[src/rtl/eq_pkg.sv]
// Shared types, constants and saturation helper for the three-band EQ sequencer.
package eq_pkg;

    localparam int unsigned TAPS   = 5;
    localparam int unsigned NBANDS = 3;
    localparam int unsigned SAT_W  = 40;

    localparam logic [2:0] TAP_X0 = 3'd0;
    localparam logic [2:0] TAP_X1 = 3'd1;
    localparam logic [2:0] TAP_X2 = 3'd2;
    localparam logic [2:0] TAP_Y1 = 3'd3;
    localparam logic [2:0] TAP_Y2 = 3'd4;

    typedef logic [1:0] state_t;
    localparam state_t IDLE = 2'd0;
    localparam state_t MAC  = 2'd1;
    localparam state_t DONE = 2'd2;

    // Clamp a wide signed value into the 16-bit signed range.
    function automatic logic signed [15:0] sat16(input logic signed [SAT_W-1:0] v);
        if (v > 40'sd32767)
            return 16'sh7fff;
        else if (v < -40'sd32768)
            return 16'sh8000;
        else
            return v[15:0];
    endfunction

endpackage

[src/rtl/eq_mac_unit.sv]
// Shared multiply-accumulate: rounding preset, signed product, and
// round/shift/saturate view of the running sum.
module eq_mac_unit
    import eq_pkg::*;
#(
    parameter int unsigned DATA_W = 16,
    parameter int unsigned COEF_W = 16,
    parameter int unsigned FRAC   = 14,
    parameter int unsigned ACC_W  = 40
) (
    input  logic                     clk,
    input  logic                     reset,
    input  logic                     en,
    input  logic                     preset,
    input  logic signed [DATA_W-1:0] operand,
    input  logic signed [COEF_W-1:0] coef,
    output logic signed [DATA_W-1:0] result_c
);

    logic signed [ACC_W-1:0]         acc;
    logic signed [ACC_W-1:0]         base_c;
    logic signed [ACC_W-1:0]         sum_c;
    logic signed [ACC_W-1:0]         shifted_c;
    logic signed [DATA_W+COEF_W-1:0] prod_c;

    // The preset injects half an LSB so the arithmetic shift rounds half up.
    always_comb begin
        prod_c    = operand * coef;
        base_c    = preset ? (ACC_W'(1) << (FRAC - 1)) : acc;
        sum_c     = base_c + ACC_W'(prod_c);
        shifted_c = sum_c >>> FRAC;
        result_c  = sat16(SAT_W'(shifted_c));
    end

    always_ff @(posedge clk) begin
        if (reset)
            acc <= '0;
        else if (en)
            acc <= sum_c;
    end

endmodule

[src/rtl/eq_mac_scheduler.sv]
// Time-multiplexed biquad sequencer: 15 MACs per sample across three bands,
// then a saturated mix of the band outputs.
module eq_mac_scheduler
    import eq_pkg::*;
#(
    parameter int unsigned DATA_W = 16,
    parameter int unsigned COEF_W = 16,
    parameter int unsigned FRAC   = 14,
    parameter int unsigned ACC_W  = 40
) (
    input  logic                     clk,
    input  logic                     reset,
    input  logic                     sample_valid_i,
    input  logic signed [DATA_W-1:0] sample_i,
    output logic [3:0]               coef_addr_o,
    input  logic signed [COEF_W-1:0] coef_i,
    output logic signed [DATA_W-1:0] low_o,
    output logic signed [DATA_W-1:0] mid_o,
    output logic signed [DATA_W-1:0] high_o,
    output logic signed [DATA_W-1:0] mix_o,
    output logic                     out_valid_o,
    output logic                     busy_o,
    output logic                     overrun_o
);

    state_t     state, state_nxt;
    logic [1:0] band, band_nxt;
    logic [2:0] tap, tap_nxt;

    logic signed [DATA_W-1:0] x0, x1, x2;
    logic signed [DATA_W-1:0] y1 [NBANDS];
    logic signed [DATA_W-1:0] y2 [NBANDS];
    logic signed [DATA_W-1:0] y1_sel_c, y2_sel_c;
    logic signed [DATA_W-1:0] operand_c;
    logic signed [DATA_W-1:0] result_c;
    logic signed [DATA_W+1:0] mix_sum_c;
    logic signed [DATA_W-1:0] mix_c;
    logic                     mac_en_c;
    logic                     band_done_c;

    always_ff @(posedge clk) begin
        if (reset) begin
            state <= IDLE;
            band  <= '0;
            tap   <= '0;
        end else begin
            state <= state_nxt;
            band  <= band_nxt;
            tap   <= tap_nxt;
        end
    end

    // Next-state sequencing and coefficient address decode.
    always_comb begin
        state_nxt   = state;
        band_nxt    = band;
        tap_nxt     = tap;
        coef_addr_o = 4'd0;
        case (state)
            IDLE: begin
                if (sample_valid_i) begin
                    state_nxt = MAC;
                    band_nxt  = 2'd0;
                    tap_nxt   = TAP_X0;
                end
            end
            MAC: begin
                coef_addr_o = 4'({2'b00, band} * 4'd5 + {1'b0, tap});
                if (tap == 3'(TAPS - 1)) begin
                    tap_nxt = TAP_X0;
                    if (band == 2'(NBANDS - 1))
                        state_nxt = DONE;
                    else
                        band_nxt = band + 2'd1;
                end else begin
                    tap_nxt = tap + 3'd1;
                end
            end
            DONE:    state_nxt = IDLE;
            default: state_nxt = IDLE;
        endcase
    end

    // Operand select; feedback history is per band, input history is shared.
    always_comb begin
        y1_sel_c = '0;
        y2_sel_c = '0;
        for (int b = 0; b < NBANDS; b++) begin
            if (band == 2'(b)) begin
                y1_sel_c = y1[b];
                y2_sel_c = y2[b];
            end
        end
        case (tap)
            TAP_X0:  operand_c = x0;
            TAP_X1:  operand_c = x1;
            TAP_X2:  operand_c = x2;
            TAP_Y1:  operand_c = y1_sel_c;
            TAP_Y2:  operand_c = y2_sel_c;
            default: operand_c = '0;
        endcase
    end

    assign mac_en_c    = (state == MAC);
    assign band_done_c = mac_en_c && (tap == TAP_Y2);

    eq_mac_unit #(
        .DATA_W (DATA_W),
        .COEF_W (COEF_W),
        .FRAC   (FRAC),
        .ACC_W  (ACC_W)
    ) u_mac (
        .clk      (clk),
        .reset    (reset),
        .en       (mac_en_c),
        .preset   (tap == TAP_X0),
        .operand  (operand_c),
        .coef     (coef_i),
        .result_c (result_c)
    );

    assign mix_sum_c = (DATA_W+2)'(low_o) + (DATA_W+2)'(mid_o) + (DATA_W+2)'(high_o);
    assign mix_c     = sat16(SAT_W'(mix_sum_c));

    always_ff @(posedge clk) begin
        if (reset) begin
            x0          <= '0;
            x1          <= '0;
            x2          <= '0;
            low_o       <= '0;
            mid_o       <= '0;
            high_o      <= '0;
            mix_o       <= '0;
            out_valid_o <= 1'b0;
            busy_o      <= 1'b0;
            overrun_o   <= 1'b0;
            for (int b = 0; b < NBANDS; b++) begin
                y1[b] <= '0;
                y2[b] <= '0;
            end
        end else begin
            out_valid_o <= (state == DONE);
            // Busy also covers the output-valid cycle after DONE.
            busy_o      <= (state_nxt != IDLE) || (state == DONE);
            if (sample_valid_i && (state != IDLE))
                overrun_o <= 1'b1;
            if ((state == IDLE) && sample_valid_i)
                x0 <= sample_i;
            for (int b = 0; b < NBANDS; b++) begin
                if (band_done_c && (band == 2'(b))) begin
                    y2[b] <= y1[b];
                    y1[b] <= result_c;
                end
            end
            if (band_done_c) begin
                case (band)
                    2'd0:    low_o  <= result_c;
                    2'd1:    mid_o  <= result_c;
                    default: high_o <= result_c;
                endcase
            end
            if (state == DONE) begin
                mix_o <= mix_c;
                x2    <= x1;
                x1    <= x0;
            end
        end
    end

endmodule

[config.mk]
export PLATFORM = sky130hd
export DESIGN_NAME = eq_mac_scheduler
export DESIGN_NICKNAME = d
export VERILOG_FILES = /design/src/rtl/eq_pkg.sv /design/src/rtl/eq_mac_unit.sv /design/src/rtl/eq_mac_scheduler.sv
export SDC_FILE = /design/constraint.sdc
export NUM_CORES = 2
export LEC_CHECK = 0
export ABC_AREA = 1
export CAP_MARGIN = 20
export CORE_UTILIZATION = 51
export CTS_CLUSTER_DIAMETER = 30
export CTS_CLUSTER_SIZE = 30
export DETAILED_ROUTE_END_ITERATION = 8
export PLACE_DENSITY_LB_ADDON = 0.12
export SLEW_MARGIN = 30
export SYNTH_ARGS = -nofsm -noshare
export SYNTH_HDL_FRONTEND = slang
export SYNTH_SLANG_ARGS = --single-unit
[constraint.sdc]
create_clock -name clk -period 8.45 [get_ports clk]
set_clock_uncertainty 0.05 [all_clocks]
set_input_delay 0.845 -clock clk [delete_from_list [all_inputs] [get_ports clk]]
set_output_delay 0.845 -clock clk [all_outputs]
set_load 0.01 [all_outputs]
==> results.txt <==
* Gate count of the mapped netlist: 3,111
- After synthesis, the netlist uses 49 different library cells.
- Number of endpoints failing setup at the final stage: 0
- Largest driver fanout on the critical path: 15
- Cell at the root of the clock tree: clkbuf_16
- Start point of the critical path: band[0]
- The number of global-route vias before repair came to 21,454.
- The number of pins exceeding their max-slew limit in the final report came to 0.
- For this run, asynchronously set or reset flops after synthesis account for 0%.
- Filler cells: 4,157
- Most used flip-flop cell after synthesis: dfxtp_1
* Count of warnings emitted by yosys: 0
* Arrival time reported for the critical path endpoint: 8.42 ns
- DRT Pass-1 Iters: 6
- The share of synthesized area in the top cell type comes to 27.8%.
- In this run the core area contains 80 standard-cell rows.
* Area taken by multi-input logic gates: 0.0163 sq mm
* Vias per cell: 5.22
- Net Count, Synth: 3,637
- Counting every sink on the clock net gives 258.
- Launch instance of the worst min-delay path: overrun_o
- Across the run, the number of max-cap violations was 0.
* Slew at the pin with the worst max-slew slack: 0.977 ns
* Final routed DRC violation total: 0
* Antenna Violating Nets Remaining: 0
* Number of violations reported at the end of detailed-routing iteration 0: 2,110
- Reg2reg start: band[0]
* Part of the cycle the worst path needs: 96.7%
- Across the whole layout, storage elements account for 0.00613 sq mm.
- fa_1 takes more of the synthesized area than any other cell.
* Overall via count from detail_route: 21,073
* Number of antenna cells inserted: 0
* Slew HR: 34.9%
* Post-Route Utilization: 63.0%
- The flow ran to the end, and the final reports show no timing, DRC or antenna violations.
- Startpoint type of the worst setup path: flop
- After synthesis the netlist holds a flip-flop and latch count of 258.
- Per-cell routed wire length: 19.1 um
- The most numerous cell type found on the critical path is nand2_1.
- The first global-routing pass estimated 121,000 um of wire.
* Final net count: 3,853
- Once the floorplan was initialized, standard cells occupied 52.1% of the core.
* Slowest-stage cell, CP: fa_1
* Overall routed net length: 77,000 um
* DIE AREA: 0.0501 sq mm
- Initial antenna violation count: 0
- The hold violation total from the final report is 0.
* Number of placed I/O pins: 106
* Synthesized area per cell: 8.07 sq um
- The clock period could shrink to 8.18 ns.
- Critical setup path kind: reg -> reg
- Share of cells above drive strength 1: 12.4%
- The synthesized netlist occupies a cell area of 0.0251 sq mm.
- STA puts the critical path data required time at 8.70 ns.
* Aggregate global routing overflow: 0
- CP Capture Type: flop
- Post-detailed-placement half-perimeter wirelength: 60,900 um
- After clock tree synthesis, the flow added hold-fix buffers numbering 0.
- Clock Tree Buf Depth: 3
- After clock tree synthesis, the clock-pin slew on the worst setup and hold paths is 0.05 ns.
* Die X-Extent: 224 um
* Share of synthesized area occupied by flip-flops and latches: 24.4%
- Clock latency of the later-clocked register in the worst-skew pair: 0.63 ns
* Core footprint: 0.0481 sq mm
* CTS tree: yes
- Leading cell types by total area after synthesis: fa_1, dfxtp_1, edfxtp_1, inv_1, nand2_1
* # port buffers: 105
- For this run, the total global-route usage over all layers was measured as 31.5%.
* Number of enable-type register cells in the synthesized netlist: 96
- Entering global routing, the biggest net connects 91 pins.
- Compared with the post-synthesis result, the final layout area differs by 20.9%.
* Longest individual stage delay on the worst path: 0.60 ns
* Hold crit path type: reg -> reg
* Final weighted congestion in routability-driven placement: 0.949
- CTS H-tree lvls: 2
- The die is 224 um tall.
- Timing would allow up to 122 MHz.
* Cts bufs inserted: 61
[cell type report]
type                    count  area share [%]
repair inverters            1          0.0248
clock buffers              77            5.64
clock inverters            39            1.58
multi-input cells        2046            53.6
repair buffers            247            7.28
well taps                 656            2.71
flip-flops and latches    258            20.2
inverters                 712            8.92
[routing by layer]
layer / global-route usage (%) / wire length (um) / vias up
met5: 0 / 0 / -
met4: 9.79 / 2060 / 0
met3: 6.65 / 6060 / 131
met2: 47.3 / 33700 / 812
met1: 45.7 / 35100 / 10251
li1: - / - / 9879
[stage by stage]
stage / setup TNS (ns) / hold WS, ns / setup WS, ns / std cells / cell area, sq um
2_1_floorplan: 0 / 0.380 / 1.06 / 3111 / 25100
6_report: 0 / 0.404 / 0.275 / 4036 / 30300
3_5_place_dp: -2.69 / 0.392 / -0.188 / 3893 / 27500
5_1_grt: -0.196 / 0.430 / -0.0271 / 4036 / 30300
3_3_place_gp: -0.806 / 0.392 / -0.141 / 3893 / 27500
4_1_cts: 0 / 0.399 / 0.0290 / 4009 / 29700
[Yosys cell counts (all sizes together), types with 3 or more instances]
| library cell | instances |
|---|---|
| clkinv | 11 |
| fa | 348 |
| o21a | 16 |
| o21bai | 11 |
| ha | 143 |
| dfxtp | 162 |
| or2 | 8 |
| clkbuf | 78 |
| o2111ai | 14 |
| xor2 | 27 |
| o22ai | 15 |
| o211ai | 6 |
| a22oi | 26 |
| nand2 | 611 |
| nand3 | 87 |
| nor3 | 15 |
| o21ai | 126 |
| nor2 | 417 |
| a21oi | 143 |
| edfxtp | 96 |
| a221oi | 3 |
| xnor2 | 9 |
| buf | 18 |
| nand4 | 8 |
| inv | 701 |
| a22o | 3 |
[sequential cells by signal (all words and copies together) (netlist names)]
signal	cells
high_o	16
u_mac.acc	40
y1	48
busy_o	1
out_valid_o	1
y2	48
x2	16
state	2
overrun_o	1
x1	16
mid_o	16
low_o	16
x0	16
band	2
tap	3
mix_o	16
[critical path: cells and delay by family, from the launching register on]
kind	cells	cell delay [ns]
fa+ha+maj	8	3.69
simple gates	12	1.43
buf+inv	10	1.30
compound gates	6	1.03
flops	1	0.35
[path summary, 6_finish.rpt]
path                     to  slack [ns]  depth (start not counted)
setup / recovery   y1[0][8]        0.27                         36
hold / removal    overrun_o        0.40                          2
setup reg to reg   y1[0][8]        0.27                         36
hold reg to reg   overrun_o        0.40                          2
[cell families after synthesis]
| group | Yosys count | synth area share (%) |
|---|---|---|
| adders and majority gates | 491 | 34.9 |
| AOI/OAI and AO/OA | 368 | 8.43 |
| xor gates and xnor gates | 36 | 1.26 |
| and+or+nand+nor | 1150 | 18.8 |
| buffers and inverters | 808 | 12.2 |
| DFF | 258 | 24.4 |
[cells in the final DEF (no fill, tap or decap), types with 9 or more instances in the layout]
cell,n
nor2_2,20
edfxtp_1,96
nor3_1,9
clkinvlp_4,16
fa_1,342
a21oi_2,18
o21ai_0,122
xnor2_1,9
clkinv_2,11
o21a_1,16
a21oi_1,119
o2111ai_1,14
a22oi_1,26
inv_2,20
inv_1,680
xor2_1,27
dfxtp_1,159
o22ai_1,14
nand3_1,82
nand2_4,15
o21bai_1,11
buf_4,133
ha_1,136
nand2_1,562
nor2_1,392
nand2_2,34
clkbuf_16,65
clkdlybuf4s50_1,104
[repair_timing]
action,in CTS,in global routing
gates resized for setup,7,103
setup buffers,0,24
setup endpoints to repair,62,91
pin swaps,0,7
cloned,0,3
Power is not shown: default switching activity piles up to over one toggle a cycle in this logic, so the estimate is an artifact.
